==> src/rtl/bin_morph_ctrl.sv <==
// bin_morph_ctrl
//    Frame-synchronous controller for a two-stage cascade of binary
//    erosion/dilation cores. A single morphology request (bypass, erode,
//    dilate, open, close) is taken over a valid/ready port and held as
//    pending. It is applied to the stage controls only at the next input
//    start-of-frame, so a frame never sees a configuration change partway
//    through. A frame budget returns the cascade to bypass when it runs out,
//    and completion is flagged at the output end-of-frame.
//
// Ports
//    clk, rst            clock, synchronous active-high reset
//    in_vsync            input frame vsync (high for the whole frame)
//    out_vsync           vsync seen at the output of stage 2
//    cfg_valid/ready     request handshake; ready is low while a request is pending
//    cfg_op              0 bypass, 1 erode, 2 dilate, 3 open, 4 close, 5-7 illegal
//    cfg_thresh1/2       stage thresholds, clamped to MAX_THRESH
//    cfg_frames          frame budget, 0 = run continuously
//    cfg_abort           drop the pending request, go to bypass at next sof
//    s1_*/s2_*           stage enable, mode (0 erode, 1 dilate), threshold
//    busy                running an op or holding a pending request
//    cfg_err             1-cycle pulse after an illegal op is accepted
//    done                1-cycle pulse at output eof of the last budgeted frame
//    frames_left         frames remaining after the current one
//    out_frame_cnt       processed frames completed at the output (wraps)
//
// state   | meaning
// --------+-----------------------------------------------------------
// IDLE    | cascade in bypass, no op active
// RUN     | an op is applied; budget counted at each sof unless continuous

module bin_morph_ctrl #(
   parameter int CNT_W      = 8,
   parameter int MAX_THRESH = 9,
   parameter int DEF_THRESH = 3
) (
   input  logic             clk,
   input  logic             rst,
   input  logic             in_vsync,
   input  logic             out_vsync,
   input  logic             cfg_valid,
   output logic             cfg_ready,
   input  logic [2:0]       cfg_op,
   input  logic [3:0]       cfg_thresh1,
   input  logic [3:0]       cfg_thresh2,
   input  logic [CNT_W-1:0] cfg_frames,
   input  logic             cfg_abort,
   output logic             s1_en,
   output logic             s2_en,
   output logic             s1_mode,
   output logic             s2_mode,
   output logic [3:0]       s1_thresh,
   output logic [3:0]       s2_thresh,
   output logic             busy,
   output logic             cfg_err,
   output logic             done,
   output logic [CNT_W-1:0] frames_left,
   output logic [15:0]      out_frame_cnt
);

   typedef enum logic {
      ST_IDLE = 1'b0,
      ST_RUN  = 1'b1
   } state_t;

   typedef struct packed {
      logic       en1;
      logic       mode1;
      logic [3:0] thr1;
      logic       en2;
      logic       mode2;
      logic [3:0] thr2;
   } stage_cfg_t;

   localparam logic [3:0] MAX_T = 4'(MAX_THRESH);
   localparam logic [3:0] DEF_T = 4'(DEF_THRESH);

   localparam logic [2:0] OP_BYPASS = 3'd0;
   localparam logic [2:0] OP_ERODE  = 3'd1;
   localparam logic [2:0] OP_DILATE = 3'd2;
   localparam logic [2:0] OP_OPEN   = 3'd3;
   localparam logic [2:0] OP_CLOSE  = 3'd4;

   localparam stage_cfg_t BYPASS_CFG = '{
      en1: 1'b0, mode1: 1'b0, thr1: DEF_T,
      en2: 1'b0, mode2: 1'b0, thr2: DEF_T
   };

   // A disabled stage keeps mode 0 and the default threshold so that the
   // cores see the same idle values regardless of which op left them off.
   function automatic stage_cfg_t map_op(input logic [2:0] op,
                                         input logic [3:0] t1,
                                         input logic [3:0] t2);
      stage_cfg_t c;
      c = BYPASS_CFG;
      case (op)
         OP_ERODE: begin
            c.en1   = 1'b1;
            c.mode1 = 1'b0;
            c.thr1  = t1;
         end
         OP_DILATE: begin
            c.en1   = 1'b1;
            c.mode1 = 1'b1;
            c.thr1  = t1;
         end
         OP_OPEN: begin
            c.en1   = 1'b1;
            c.mode1 = 1'b0;
            c.thr1  = t1;
            c.en2   = 1'b1;
            c.mode2 = 1'b1;
            c.thr2  = t2;
         end
         OP_CLOSE: begin
            c.en1   = 1'b1;
            c.mode1 = 1'b1;
            c.thr1  = t1;
            c.en2   = 1'b1;
            c.mode2 = 1'b0;
            c.thr2  = t2;
         end
         default: ;
      endcase
      return c;
   endfunction

   function automatic logic [3:0] clamp_thr(input logic [3:0] t);
      return (t > MAX_T) ? MAX_T : t;
   endfunction

   state_t           state_q, state_d;
   stage_cfg_t       stg_q, stg_d;
   logic             in_vsync_q, out_vsync_q;
   logic             pend_valid_q, pend_valid_d;
   logic [2:0]       pend_op_q, pend_op_d;
   logic [3:0]       pend_t1_q, pend_t1_d;
   logic [3:0]       pend_t2_q, pend_t2_d;
   logic [CNT_W-1:0] pend_frames_q, pend_frames_d;
   logic [CNT_W-1:0] left_q, left_d;
   logic             cont_q, cont_d;
   logic             last_q, last_d;
   logic             abort_q, abort_d;
   logic             run_frame_q, run_frame_d;
   logic [15:0]      cnt_q, cnt_d;
   logic             err_q, err_d;
   logic             done_q, done_d;

   logic             sof;
   logic             out_eof;
   logic             hs;

   assign sof     = in_vsync & ~in_vsync_q;
   assign out_eof = ~out_vsync & out_vsync_q;
   assign hs      = cfg_valid & ~pend_valid_q;

   always_ff @(posedge clk) begin
      if (rst) begin
         state_q       <= ST_IDLE;
         stg_q         <= BYPASS_CFG;
         in_vsync_q    <= 1'b0;
         out_vsync_q   <= 1'b0;
         pend_valid_q  <= 1'b0;
         pend_op_q     <= OP_BYPASS;
         pend_t1_q     <= '0;
         pend_t2_q     <= '0;
         pend_frames_q <= '0;
         left_q        <= '0;
         cont_q        <= 1'b0;
         last_q        <= 1'b0;
         abort_q       <= 1'b0;
         run_frame_q   <= 1'b0;
         cnt_q         <= '0;
         err_q         <= 1'b0;
         done_q        <= 1'b0;
      end else begin
         state_q       <= state_d;
         stg_q         <= stg_d;
         in_vsync_q    <= in_vsync;
         out_vsync_q   <= out_vsync;
         pend_valid_q  <= pend_valid_d;
         pend_op_q     <= pend_op_d;
         pend_t1_q     <= pend_t1_d;
         pend_t2_q     <= pend_t2_d;
         pend_frames_q <= pend_frames_d;
         left_q        <= left_d;
         cont_q        <= cont_d;
         last_q        <= last_d;
         abort_q       <= abort_d;
         run_frame_q   <= run_frame_d;
         cnt_q         <= cnt_d;
         err_q         <= err_d;
         done_q        <= done_d;
      end
   end

   always_comb begin
      state_d       = state_q;
      stg_d         = stg_q;
      pend_valid_d  = pend_valid_q;
      pend_op_d     = pend_op_q;
      pend_t1_d     = pend_t1_q;
      pend_t2_d     = pend_t2_q;
      pend_frames_d = pend_frames_q;
      left_d        = left_q;
      cont_d        = cont_q;
      last_d        = last_q;
      abort_d       = abort_q;
      run_frame_d   = run_frame_q;
      cnt_d         = cnt_q;
      err_d         = 1'b0;
      done_d        = 1'b0;

      // run_frame_q remembers whether the frame now draining at the output
      // was started in RUN.
      if (out_eof && run_frame_q) begin
         cnt_d = cnt_q + 16'd1;
         if (last_q) begin
            done_d = 1'b1;
            last_d = 1'b0;
         end
      end

      if (sof) begin
         if (abort_q) begin
            state_d = ST_IDLE;
            stg_d   = BYPASS_CFG;
            abort_d = 1'b0;
            last_d  = 1'b0;
            left_d  = '0;
            cont_d  = 1'b0;
         end else if (pend_valid_q && !cfg_abort) begin
            stg_d        = map_op(pend_op_q, pend_t1_q, pend_t2_q);
            pend_valid_d = 1'b0;
            cont_d       = (pend_frames_q == '0);
            last_d       = ~cont_d & (pend_frames_q == CNT_W'(1));
            if (pend_op_q != OP_BYPASS) begin
               state_d = ST_RUN;
               left_d  = cont_d ? '0 : pend_frames_q - CNT_W'(1);
            end else begin
               state_d = ST_IDLE;
               left_d  = '0;
            end
         end else if (state_q == ST_RUN && !cont_q) begin
            if (left_q == '0) begin
               state_d = ST_IDLE;
               stg_d   = BYPASS_CFG;
            end else begin
               left_d = left_q - CNT_W'(1);
               if (left_q == CNT_W'(1)) last_d = 1'b1;
            end
         end
         run_frame_d = (state_d == ST_RUN);
      end

      // Abort beats a same-cycle handshake: the request is simply dropped.
      if (cfg_abort) begin
         pend_valid_d = 1'b0;
         abort_d      = 1'b1;
      end else if (hs) begin
         if (cfg_op <= OP_CLOSE) begin
            pend_valid_d  = 1'b1;
            pend_op_d     = cfg_op;
            pend_t1_d     = clamp_thr(cfg_thresh1);
            pend_t2_d     = clamp_thr(cfg_thresh2);
            pend_frames_d = cfg_frames;
         end else begin
            err_d = 1'b1;
         end
      end
   end

   always_comb begin
      cfg_ready     = ~pend_valid_q;
      busy          = (state_q == ST_RUN) | pend_valid_q;
      s1_en         = stg_q.en1;
      s1_mode       = stg_q.mode1;
      s1_thresh     = stg_q.thr1;
      s2_en         = stg_q.en2;
      s2_mode       = stg_q.mode2;
      s2_thresh     = stg_q.thr2;
      cfg_err       = err_q;
      done          = done_q;
      frames_left   = left_q;
      out_frame_cnt = cnt_q;
   end

endmodule

==> config.mk <==
export PLATFORM = sky130hd
export DESIGN_NAME = bin_morph_ctrl
export DESIGN_NICKNAME = d
export VERILOG_FILES = /design/src/rtl/bin_morph_ctrl.sv
export SDC_FILE = /design/constraint.sdc
export NUM_CORES = 1
export LEC_CHECK = 0
export ABC_CLOCK_PERIOD_IN_PS = 2000
export BUFFER_PORTS_ARGS = -buffer_cell sky130_fd_sc_hd__buf_2
export CORE_ASPECT_RATIO = 1.1
export CORE_MARGIN = 1
export CORE_UTILIZATION = 54
export CTS_BUF_LIST = sky130_fd_sc_hd__clkbuf_16
export CTS_CLUSTER_SIZE = 24
export DETAILED_ROUTE_END_ITERATION = 10
export PLACE_DENSITY = 0.86
export REMOVE_ABC_BUFFERS = 1
export SYNTH_ARGS = -nofsm -noshare
export SYNTH_HDL_FRONTEND = slang
export SYNTH_SLANG_ARGS = --single-unit
==> constraint.sdc <==
create_clock -name clk -period 2 [get_ports clk]
set_input_delay 0.3 -clock clk [delete_from_list [all_inputs] [get_ports clk]]
set_output_delay 0.3 -clock clk [all_outputs]
set_load 0.005 [all_outputs]
==> metrics.csv, run 1 <==
stage,metric,value,unit
cts,cts_max_path_buffers,2,
synthesis,syn_area,2960,um^2
worst_setup_path,start_kind,flop,
cts,clockRootBuffer,clkbuf_16,
synthesis,yosysTopAreaCell,dfxtp_1,
final_layout,multi_input_area,1580,um^2
synthesis,synth-main-ff-cell,dfxtp_1,
sta,clock_skew,0.00648,ns
worst_setup_path,crit_slowest_cell,or3b_1,
synthesis,yosysSeqAreaShare,0.433,
final_layout,regArea,1280,um^2
cts,clk_pin_slew,0.05,ns
power_and_ir_drop,p_per_area,910,nW/um^2
worst_setup_path,path_cells,inv_1 > ha_1 > or3b_1 > nor3_1 > xnor2_1 > o22ai_1 > a32o_1,
route,drc,0,
final_layout,fin_nets,425,
final_layout,final_util,0.721,
cts,cts_tree,done,
status,run_status,"finished, final reports clean",
worst_setup_path,reg2reg_to,frames_left[6],
final_layout,syn_to_final_growth,25.1,%
floorplanning,die_h,79.6,um
global_routing,gr-total-overflow,0,
sta,slew_violations,0,
synthesis,synthTopCellsByCount,"dfxtp_1, nor2_1, mux2i_1",
floorplanning,num_io_pins,65,
sta,tns,0,ns
route,via_count,2638,
cts,cts_sinks,64,
worst_hold_path,hold_start,cfg_frames[6],
placed_design,gp_congestion,0.868,
floorplanning,core-area,5130,um^2
power_and_ir_drop,ir_drop,0.619,mV
worst_setup_path,r2r_slack,0.13,ns
floorplanning,fp.dieArea,5780,um^2
synthesis,yosysWarnings,0,
sta,setup_viol,0,
placed_design,portBuffers,64,
cts,htree_levels,3,
worst_setup_path,critPathKind,reg -> reg,
worst_hold_path,hold_end,pend_frames_q[6],
worst_setup_path,slowest_delay,0.41,ns
floorplanning,row_count,27,
sta,hold_violations,0,
worst_setup_path,rr_worst_depth,7,
synthesis,syn_inst,329,
synthesis,ys_ff_latch,64,
sta,tightest_slew,0.525,ns
route,wl_per_cell,14.7,um
flow_run,drv_cap,0,
route,dr.pass1.iters,4,
global_routing,grt_pass1_wl,11500,um
worst_hold_path,hold-path-cell-count,3,
power_and_ir_drop,p_leak,1.65,nW
global_routing,antenna_found_initial,0,
worst_setup_path,cp_max_fo,5,
synthesis,ys_async_sr_fraction,0,
global_routing,grt_pass1_vias,2491,
sta,slew_headroom,0.647,
sta,timing.fmax,533,MHz
floorplanning,fp.dieW,72.6,um
final_layout,diodes,0,
worst_hold_path,holdCritPathClass,in -> reg,
sta,finalCritPeriodShare,0.937,
route,routed_wl,6950,um
synthesis,syn_avg_cell_area,8.99,um^2
floorplanning,start_util,0.576,
cts,cts_hold_buf,0,
final_layout,nFillCells,396,
worst_setup_path,r2r-start,frames_left[0],
worst_setup_path,worst_ep_required_time,2.22,ns
sta,fin_crit,1.87,ns
route,postRouteAntennaNets,0,
cts,cts_made_buffers,9,
synthesis,synth_cell_types,56,
global_routing,track_usage,0.258,
synthesis,synth_top_area_share,0.433,
route,drtIter0Drc,191,
global_routing,grt_max_degree,26,
synthesis,synth_area_leaders,"dfxtp_1, mux2i_1, nor2_1",
placed_design,hpwl,4830,um
worst_setup_path,worstPathArrival,2.10,ns
route,vias_per_cell,5.59,
final_layout,layout-drive-gt1-share,0.258,
cts,insertion_delay,0.33,ns
worst_setup_path,endpoint_kind,flop,
cts,cts_setup_buffers,0,
synthesis,synth_most_common_cell,dfxtp_1,
synthesis,synth_edf_count,0,
## critical path, delay by kind of cell (launching register included)
kind	cells	cell delay [ns]
compound gates	2	0.32
buf+inv	1	0.11
fa+ha+maj	1	0.23
flops	1	0.34
xor+xnor	1	0.15
simple gates	2	0.62
## worst max-delay path by stage
stage / start / endpoint / slack (ns) / depth (start not counted)
after floorplan: pend_frames_q[0] / frames_left[6] / 0.21 / 7
after global placement: pend_frames_q[0] / frames_left[6] / 0.16 / 7
after detailed placement: frames_left[0] / frames_left[6] / 0.04 / 7
after CTS: frames_left[0] / frames_left[6] / 0.01 / 7
after global routing: frames_left[0] / frames_left[4] / -0.008 / 7
final: frames_left[0] / frames_left[6] / 0.13 / 7
## logic make-up (layout without fill, tap and decap cells)
group                    after synthesis  after routing  share of synthesized area
AO/OA/AOI/OAI                         60             60                      0.138
adder cells (fa/ha/maj)                5              5                     0.0212
AND/OR/NAND/NOR                      133            133                      0.246
XOR/XNOR                              18             18                     0.0533
buffers and inverters                 29            100                     0.0406
flip-flops                            64             64                      0.433
multiplexers                          20             20                     0.0677
## metal layers
| layer | vias up | track usage | part of all wire |
|---|---|---|---|
| met4 | 0 | 0.112 | 0.019 |
| met2 | 62 | 0.440 | 0.50 |
| met3 | 13 | 0.0606 | 0.040 |
| met5 | - | 0 | 0 |
| li1 | 1309 | - | - |
| met1 | 1254 | 0.308 | 0.44 |
## power by group
part	internal, mW	switching, mW	leakage (nW)
sequential	1.31	0.0398	0.519
combinational	0.150	0.170	0.975
clock	1.10	0.600	0.153
## placed cells by master (no fill, tap or decap), drive strengths merged, types with 3 or more instances in the layout
master / n
a211oi: 3
a21oi: 19
a22o: 6
and2: 3
and3: 3
buf: 72
clkbuf: 9
dfxtp: 64
ha: 5
inv: 15
mux2i: 20
nand2: 14
nand2b: 4
nand3: 6
nand4: 3
nor2: 49
nor2b: 5
nor3: 10
nor3b: 5
nor4: 10
o21ai: 9
o22a: 5
o22ai: 3
or2: 3
or3: 4
or3b: 3
or4: 4
xnor2: 9
xor2: 9
## layout make-up
cell class | count | area share
timing repair buffer | 72 | 0.103
tap | 72 | 0.0243
inverter | 12 | 0.0122
sequential | 64 | 0.346
multi-input combinational | 236 | 0.426
clock inverter | 7 | 0.0274
clock buffer | 9 | 0.0609
## flip-flops by register name, indices dropped and copies added (netlist names)
name,flops
s2_thresh,4
in_vsync_q,1
pend_t2_q,4
run_frame_q,1
cfg_err,1
s2_mode,1
frames_left,8
s1_thresh,4
pend_t1_q,4
s2_en,1
pend_valid_q,1
pend_frames_q,8
s1_en,1
abort_q,1
out_vsync_q,1
s1_mode,1
cont_q,1
pend_op_q,3
last_q,1
out_frame_cnt,16
done,1
## per-stage QoR
| step | instance area, um^2 | setup slack, ns | total power, mW | hold WS (ns) | instances |
|---|---|---|---|---|---|
| after floorplan | 2880 | 0.206 | 1.57 | 0.369 | 312 |
| after global placement | 3350 | 0.156 | 1.67 | 0.436 | 456 |
| after detailed placement | 3350 | 0.0364 | 1.68 | 0.446 | 456 |
| after CTS | 3680 | 0.0128 | 3.37 | 0.197 | 472 |
| after global routing | 3700 | -0.00758 | 3.49 | 0.204 | 472 |
| final | 3700 | 0.125 | 3.37 | 0.199 | 472 |
## repair_timing
item | CTS | global route
resized for setup | 0 | 5
hold endpoints to repair | 0 | 0
endpoints found under the setup margin | 0 | 15
Power figures use the tool's default switching activity.
==> run 2: changes to the inputs <==
--- a/config.mk
+++ b/config.mk
@@ -9,11 +9,11 @@
 export BUFFER_PORTS_ARGS = -buffer_cell sky130_fd_sc_hd__buf_2
 export CORE_ASPECT_RATIO = 1.1
 export CORE_MARGIN = 1
-export CORE_UTILIZATION = 54
+export CORE_UTILIZATION = 38
 export CTS_BUF_LIST = sky130_fd_sc_hd__clkbuf_16
 export CTS_CLUSTER_SIZE = 24
 export DETAILED_ROUTE_END_ITERATION = 10
-export PLACE_DENSITY = 0.86
+export PLACE_DENSITY = 0.66
 export REMOVE_ABC_BUFFERS = 1
 export SYNTH_ARGS = -nofsm -noshare
 export SYNTH_HDL_FRONTEND = slang
==> metrics.csv, run 2 (synthesis results as in run 1) <==
stage,metric,value,unit
status,run_status,"finished, final reports clean",
worst_setup_path,critPathKind,reg -> reg,
final_layout,syn_to_final_growth,26.2,%
floorplanning,fp.dieW,86.1,um
final_layout,multi_input_area,1590,um^2
floorplanning,core-area,7510,um^2
sta,setup_viol,0,
global_routing,gr-total-overflow,0,
worst_hold_path,hold_end,pend_frames_q[3],
sta,slew_headroom,0.636,
final_layout,final_cell_mix,"dfxtp_1, buf_2, nor2_1",
cts,cts_sinks,64,
floorplanning,start_util,0.394,
cts,cts_tree,done,
worst_setup_path,crit_slowest_cell,or3b_1,
final_layout,fin_nets,426,
sta,slew_violations,0,
power_and_ir_drop,power,3.27,mW
worst_setup_path,start_kind,flop,
floorplanning,num_io_pins,65,
placed_design,hpwl,4950,um
worst_hold_path,hold_start,cfg_frames[3],
route,vias_per_cell,5.13,
worst_setup_path,rr_worst_depth,7,
power_and_ir_drop,p_leak,1.65,nW
route,routed_wl,7050,um
worst_setup_path,r2r_slack,0.12,ns
final_layout,diodes,0,
flow_run,drv_cap,0,
sta,timing.fmax,532,MHz
global_routing,antenna_found_initial,0,
placed_design,placed_cells,490,
sta,tns,0,ns
sta,hold_violations,0,
route,drtIter0Drc,149,
worst_setup_path,cp_num_buf_inv,1,
worst_setup_path,r2r-start,frames_left[0],
power_and_ir_drop,ir_drop,0.469,mV
placed_design,gp_congestion,0.894,
floorplanning,fp.dieArea,8140,um^2
final_layout,final_cell_count_no_fill,505,
sta,clock_skew,0.00728,ns
cts,cts_made_buffers,9,
route,via_count,2591,
final_layout,layout-drive-gt1-share,0.250,
worst_hold_path,holdCritPathClass,in -> reg,
worst_setup_path,cp_max_fo,5,
route,wl_per_cell,14.0,um
worst_hold_path,hold-path-cell-count,3,
worst_setup_path,worst_ep_required_time,2.22,ns
floorplanning,row_count,33,
route,postRouteAntennaNets,0,
worst_setup_path,cp.depth,7,
final_layout,regArea,1280,um^2
floorplanning,die_h,94.5,um
final_layout,largest_reg_flops,16,
route,drc,0,
global_routing,track_usage,0.184,
sta,fin_crit,1.88,ns
worst_setup_path,path_cells,inv_1 > ha_1 > or3b_1 > nor3_1 > xnor2_1 > o22ai_1 > a32o_1,
cts,clockRootBuffer,clkbuf_16,
worst_setup_path,cp_top_family,simple AND/OR/NAND/NOR gates,
sta,tightest_slew,0.542,ns
power_and_ir_drop,p_per_area,876,nW/um^2
worst_setup_path,endpoint_kind,flop,
worst_setup_path,worstPathArrival,2.10,ns
global_routing,grt_pass1_vias,2343,
sta,rsz0062_at_grt,false,
sta,fin_hold_ws,0.205,ns
cts,htree_levels,3,
global_routing,grt_pass1_wl,11400,um
cts,cts_setup_buffers,0,
cts,insertion_delay,0.33,ns
route,dr.pass1.iters,4,
worst_setup_path,slowest_delay,0.41,ns
placed_design,portBuffers,64,
cts,clk_pin_slew,0.05,ns
global_routing,grt_max_degree,32,
final_layout,nFillCells,755,
cts,cts_max_path_buffers,2,
worst_setup_path,reg2reg_to,frames_left[6],
sta,finalCritPeriodShare,0.939,
## run 2: cell count changes in the layout (fill, tap and decap cells not counted)
cell        change
a21oi_1         +1
inv_6           -3
inv_1           +1
nor3_2          -1
a21oi_2         -1
clkinvlp_4      -2
nor4_2          +1
clkinv_2        +1
clkinv_1        +2
buf_4           +1
nor4_1          -1
nor3_4          +1
## run 2: how the worst max path moves through the flow
stage	from	end	slack (ns)
6_report	frames_left[0]	frames_left[6]	0.12
5_1_grt	pend_frames_q[0]	frames_left[3]	0.007
4_1_cts	frames_left[0]	frames_left[5]	0.07
3_5_place_dp	frames_left[0]	frames_left[5]	0.09
3_3_place_gp	pend_frames_q[0]	frames_left[6]	0.13
2_1_floorplan	pend_frames_q[0]	frames_left[6]	0.21
## run 2: tightest hold or removal path, stage by stage
cell and delay, ns:
buf_2 0.07, mux2i_1 0.05, nor2_1 0.07
## run 2: final cells by class
class                   instances  share of cell area
clock buffers                   9              0.0603
flip-flops and latches         64               0.343
repair buffers                 73               0.104
multi-input cells             236               0.425
clock inverters                 6              0.0204
well taps                     105              0.0352
inverters                      12              0.0121
## run 2: where the power goes
| part | leakage [nW] | switching (mW) | total, mW | internal [mW] |
|---|---|---|---|---|
| combinational | 0.983 | 0.172 | 0.325 | 0.153 |
| sequential | 0.519 | 0.0393 | 1.35 | 1.31 |
| clock | 0.152 | 0.533 | 1.60 | 1.07 |
| total | 1.65 | 0.745 | 3.27 | 2.53 |
## run 2: stage by stage
step / worst slack, ns / area (um^2) / utilization
2_1_floorplan: 0.206 / 2880 / -
3_3_place_gp: 0.131 / 3400 / 0.453
3_5_place_dp: 0.0862 / 3400 / 0.453
4_1_cts: 0.0654 / 3700 / 0.493
5_1_grt: 0.00665 / 3730 / 0.497
6_report: 0.121 / 3730 / 0.497
## run 2: layer usage
metal	track usage	share of wire	vias up
met1	0.230	0.46	1208
met2	0.290	0.46	67
met4	0.0958	0.020	0
met3	0.0463	0.055	11
met5	0	0	-
li1	-	-	1305
## run 2: timing repair
action | 4_1_cts | 5_1_grt
endpoints found under the setup margin | 0 | 8
resized for setup | 0 | 6
endpoints found under the hold margin | 0 | 0
hold buffers | 0 | 0
==> run 3: changes to the inputs <==
--- a/config.mk
+++ b/config.mk
@@ -5,6 +5,7 @@
 export SDC_FILE = /design/constraint.sdc
 export NUM_CORES = 1
 export LEC_CHECK = 0
+export ABC_AREA = 1
 export ABC_CLOCK_PERIOD_IN_PS = 2000
 export BUFFER_PORTS_ARGS = -buffer_cell sky130_fd_sc_hd__buf_2
 export CORE_ASPECT_RATIO = 1.1
@@ -15,6 +16,7 @@
 export DETAILED_ROUTE_END_ITERATION = 10
 export PLACE_DENSITY = 0.66
 export REMOVE_ABC_BUFFERS = 1
+export SKIP_CTS_REPAIR_TIMING = 1
 export SYNTH_ARGS = -nofsm -noshare
 export SYNTH_HDL_FRONTEND = slang
 export SYNTH_SLANG_ARGS = --single-unit
==> metrics.csv, run 3 <==
stage,metric,value,unit
sta,clock_skew,0.00338,ns
worst_setup_path,crit_slowest_cell,dfxtp_1,
final_layout,syn_to_final_growth,22.9,%
placed_design,portBuffers,64,
floorplanning,fp.dieW,87.6,um
synthesis,synth_top_area_share,0.418,
route,met2WireLength,3360,um
final_layout,design_area,3770,um^2
sta,tightest_slew,0.501,ns
power_and_ir_drop,p_seq_frac,0.420,
final_layout,final_cell_count_no_fill,609,
cts,cts_made_buffers,9,
worst_setup_path,path_cells,inv_1 > ha_1 > nand2_1 > nor2_1 > nand2_1 > nand2_2 > inv_2 > nand2_1 > a21oi_1,
power_and_ir_drop,p_per_area,858,nW/um^2
worst_setup_path,slowest_delay,0.42,ns
floorplanning,row_count,33,
final_layout,diodes,0,
floorplanning,fp.dieArea,8430,um^2
final_layout,fin_nets,529,
placed_design,placed_cells,593,
power_and_ir_drop,p_sw_frac,0.257,
synthesis,synth_cell_types,35,
sta,timing.fmax,584,MHz
placed_design,gp_congestion,0.783,
synthesis,synthTopCellsByCount,"nand2_1, dfxtp_1, inv_1",
floorplanning,core-area,7640,um^2
cts,cts_tree,done,
final_layout,largest_reg_flops,16,
sta,finalCritPeriodShare,0.856,
sta,tns,0,ns
power_and_ir_drop,p_leak,1.66,nW
final_layout,final_cell_mix,"nand2_1, dfxtp_1, buf_2",
sta,hold_violations,0,
worst_setup_path,cp_top_family,simple AND/OR/NAND/NOR gates,
worst_setup_path,cp_max_fo,14,
placed_design,place_area,3490,um^2
route,dr.pass1.iters,4,
route,via_count,2913,
power_and_ir_drop,p_int,2.40,mW
global_routing,antenna_found_initial,0,
cts,cts_sinks,64,
worst_setup_path,cp_num_buf_inv,2,
route,vias_per_cell,4.78,
global_routing,gr-total-overflow,0,
power_and_ir_drop,p_comb_frac,0.121,
synthesis,yosysWarnings,0,
sta,setup_viol,0,
route,postRouteAntennaNets,0,
worst_setup_path,endpoint_kind,flop,
global_routing,track_usage,0.185,
route,drtIter0Drc,167,
power_and_ir_drop,clockPowerShare,0.460,
power_and_ir_drop,ir_drop,0.526,mV
global_routing,grt_max_degree,29,
placed_design,hpwl,5210,um
synthesis,ys_async_sr_fraction,0,
floorplanning,num_io_pins,65,
cts,htree_levels,3,
route,wl_per_cell,11.6,um
route,highest_layer,met4,
status,run_status,"finished, final reports clean",
sta,rsz0062_at_grt,false,
route,wl_met1,3220,um
final_layout,layout-drive-gt1-share,0.210,
placed_design,pre_cts_slack,0.272,ns
synthesis,synth-main-ff-cell,dfxtp_1,
global_routing,grt_pass1_vias,2684,
synthesis,syn_inst,431,
synthesis,syn_area,3060,um^2
cts,insertion_delay,0.33,ns
synthesis,syn_avg_cell_area,7.11,um^2
route,routed_wl,7060,um
synthesis,ys_ff_latch,64,
cts,clockRootBuffer,clkbuf_16,
synthesis,yosysSeqAreaShare,0.418,
sta,setup_ws,0.288,ns
worst_setup_path,worstPathArrival,1.97,ns
worst_hold_path,holdCritPathClass,in -> reg,
route,wl_met3,349,um
synthesis,synth_most_common_cell,nand2_1,
worst_setup_path,crit_top_cell,nand2_1,
cts,cts_max_path_buffers,2,
flow_run,drv_cap,0,
synthesis,synth_area_leaders,"dfxtp_1, nand2_1, a21oi_1",
sta,slew_headroom,0.666,
worst_setup_path,worst_ep_required_time,2.25,ns
worst_setup_path,start_kind,flop,
synthesis,synth_edf_count,0,
floorplanning,start_util,0.401,
floorplanning,die_h,96.2,um
sta,fin_crit,1.71,ns
power_and_ir_drop,power_switching,830,uW
final_layout,final_common_cell,nand2_1,
worst_setup_path,critPathKind,reg -> reg,
cts,clk_pin_slew,0.05,ns
synthesis,yosysTopAreaCell,dfxtp_1,
sta,slew_violations,0,
global_routing,grt_pass1_wl,12000,um
route,drc,0,
run 3: changes by cell type in the layout (fill, tap and decap cells not counted), sizes merged, moves of 6 or more:
cell | previous run | this run
nor2 | 49 | 42
mux2i | 20 | 0
xnor2 | 9 | 0
inv | 13 | 62
a21oi | 19 | 55
o21ai | 9 | 43
a22o | 6 | 0
nor4 | 10 | 0
xor2 | 9 | 2
nand2 | 14 | 95
nand3 | 6 | 36
run 3: per-stage QoR:
step                hold WS [ns]   util  power [mW]
floorplan                  0.362      -        1.64
global placement           0.437  0.457        1.76
detailed placement         0.437  0.457        1.77
CTS                        0.201  0.493        3.25
global route               0.211  0.493        3.39
finish                     0.202  0.493        3.23
run 3: area by class of cell:
cell class	instances	area, um^2
Inverter	60	228
Clock buffer	9	225
Fill cell	758	3870
Timing Repair Buffer	68	350
Multi-Input combinational cell	296	1500
Tap cell	105	131
Sequential cell	64	1280
Clock inverter	7	55.1
run 3: cells by family after synthesis:
kind of cell    Yosys count  share of synthesized area
flops                    64                      0.418
compound gates          105                      0.187
xor+xnor                  2                    0.00572
simple gates            184                      0.275
fa+ha+maj                 5                     0.0204
buf+inv                  71                     0.0935
run 3: tightest hold or removal path, stage by stage:
cell    delay [ns]
buf_2         0.11
inv_1         0.05
nor2_1        0.03
run 3: power groups by stage:
stage	logic [mW]	clock network (mW)	registers, mW
global route	0.448	1.58	1.36
detailed placement	0.390	0	1.38
finish	0.390	1.49	1.36
CTS	0.392	1.50	1.36
floorplan	0.267	0	1.38
global placement	0.381	0	1.38
run 3: per-layer routing:
metal  vias up  global-route usage
met3        10              0.0420
li1       1547                   -
met4         0              0.0792
met1      1286               0.232
met2        70               0.307
met5         -                   0
run 3: path summary, 6_finish.rpt:
check	slack [ns]	cells after the start	start	end
worst max-delay path	0.29	9	frames_left[0]	s1_thresh[3]
worst min-delay path	0.20	3	in_vsync	in_vsync_q
worst max register to register	0.29	9	frames_left[0]	s1_thresh[3]
worst min register to register	0.45	2	last_q	done
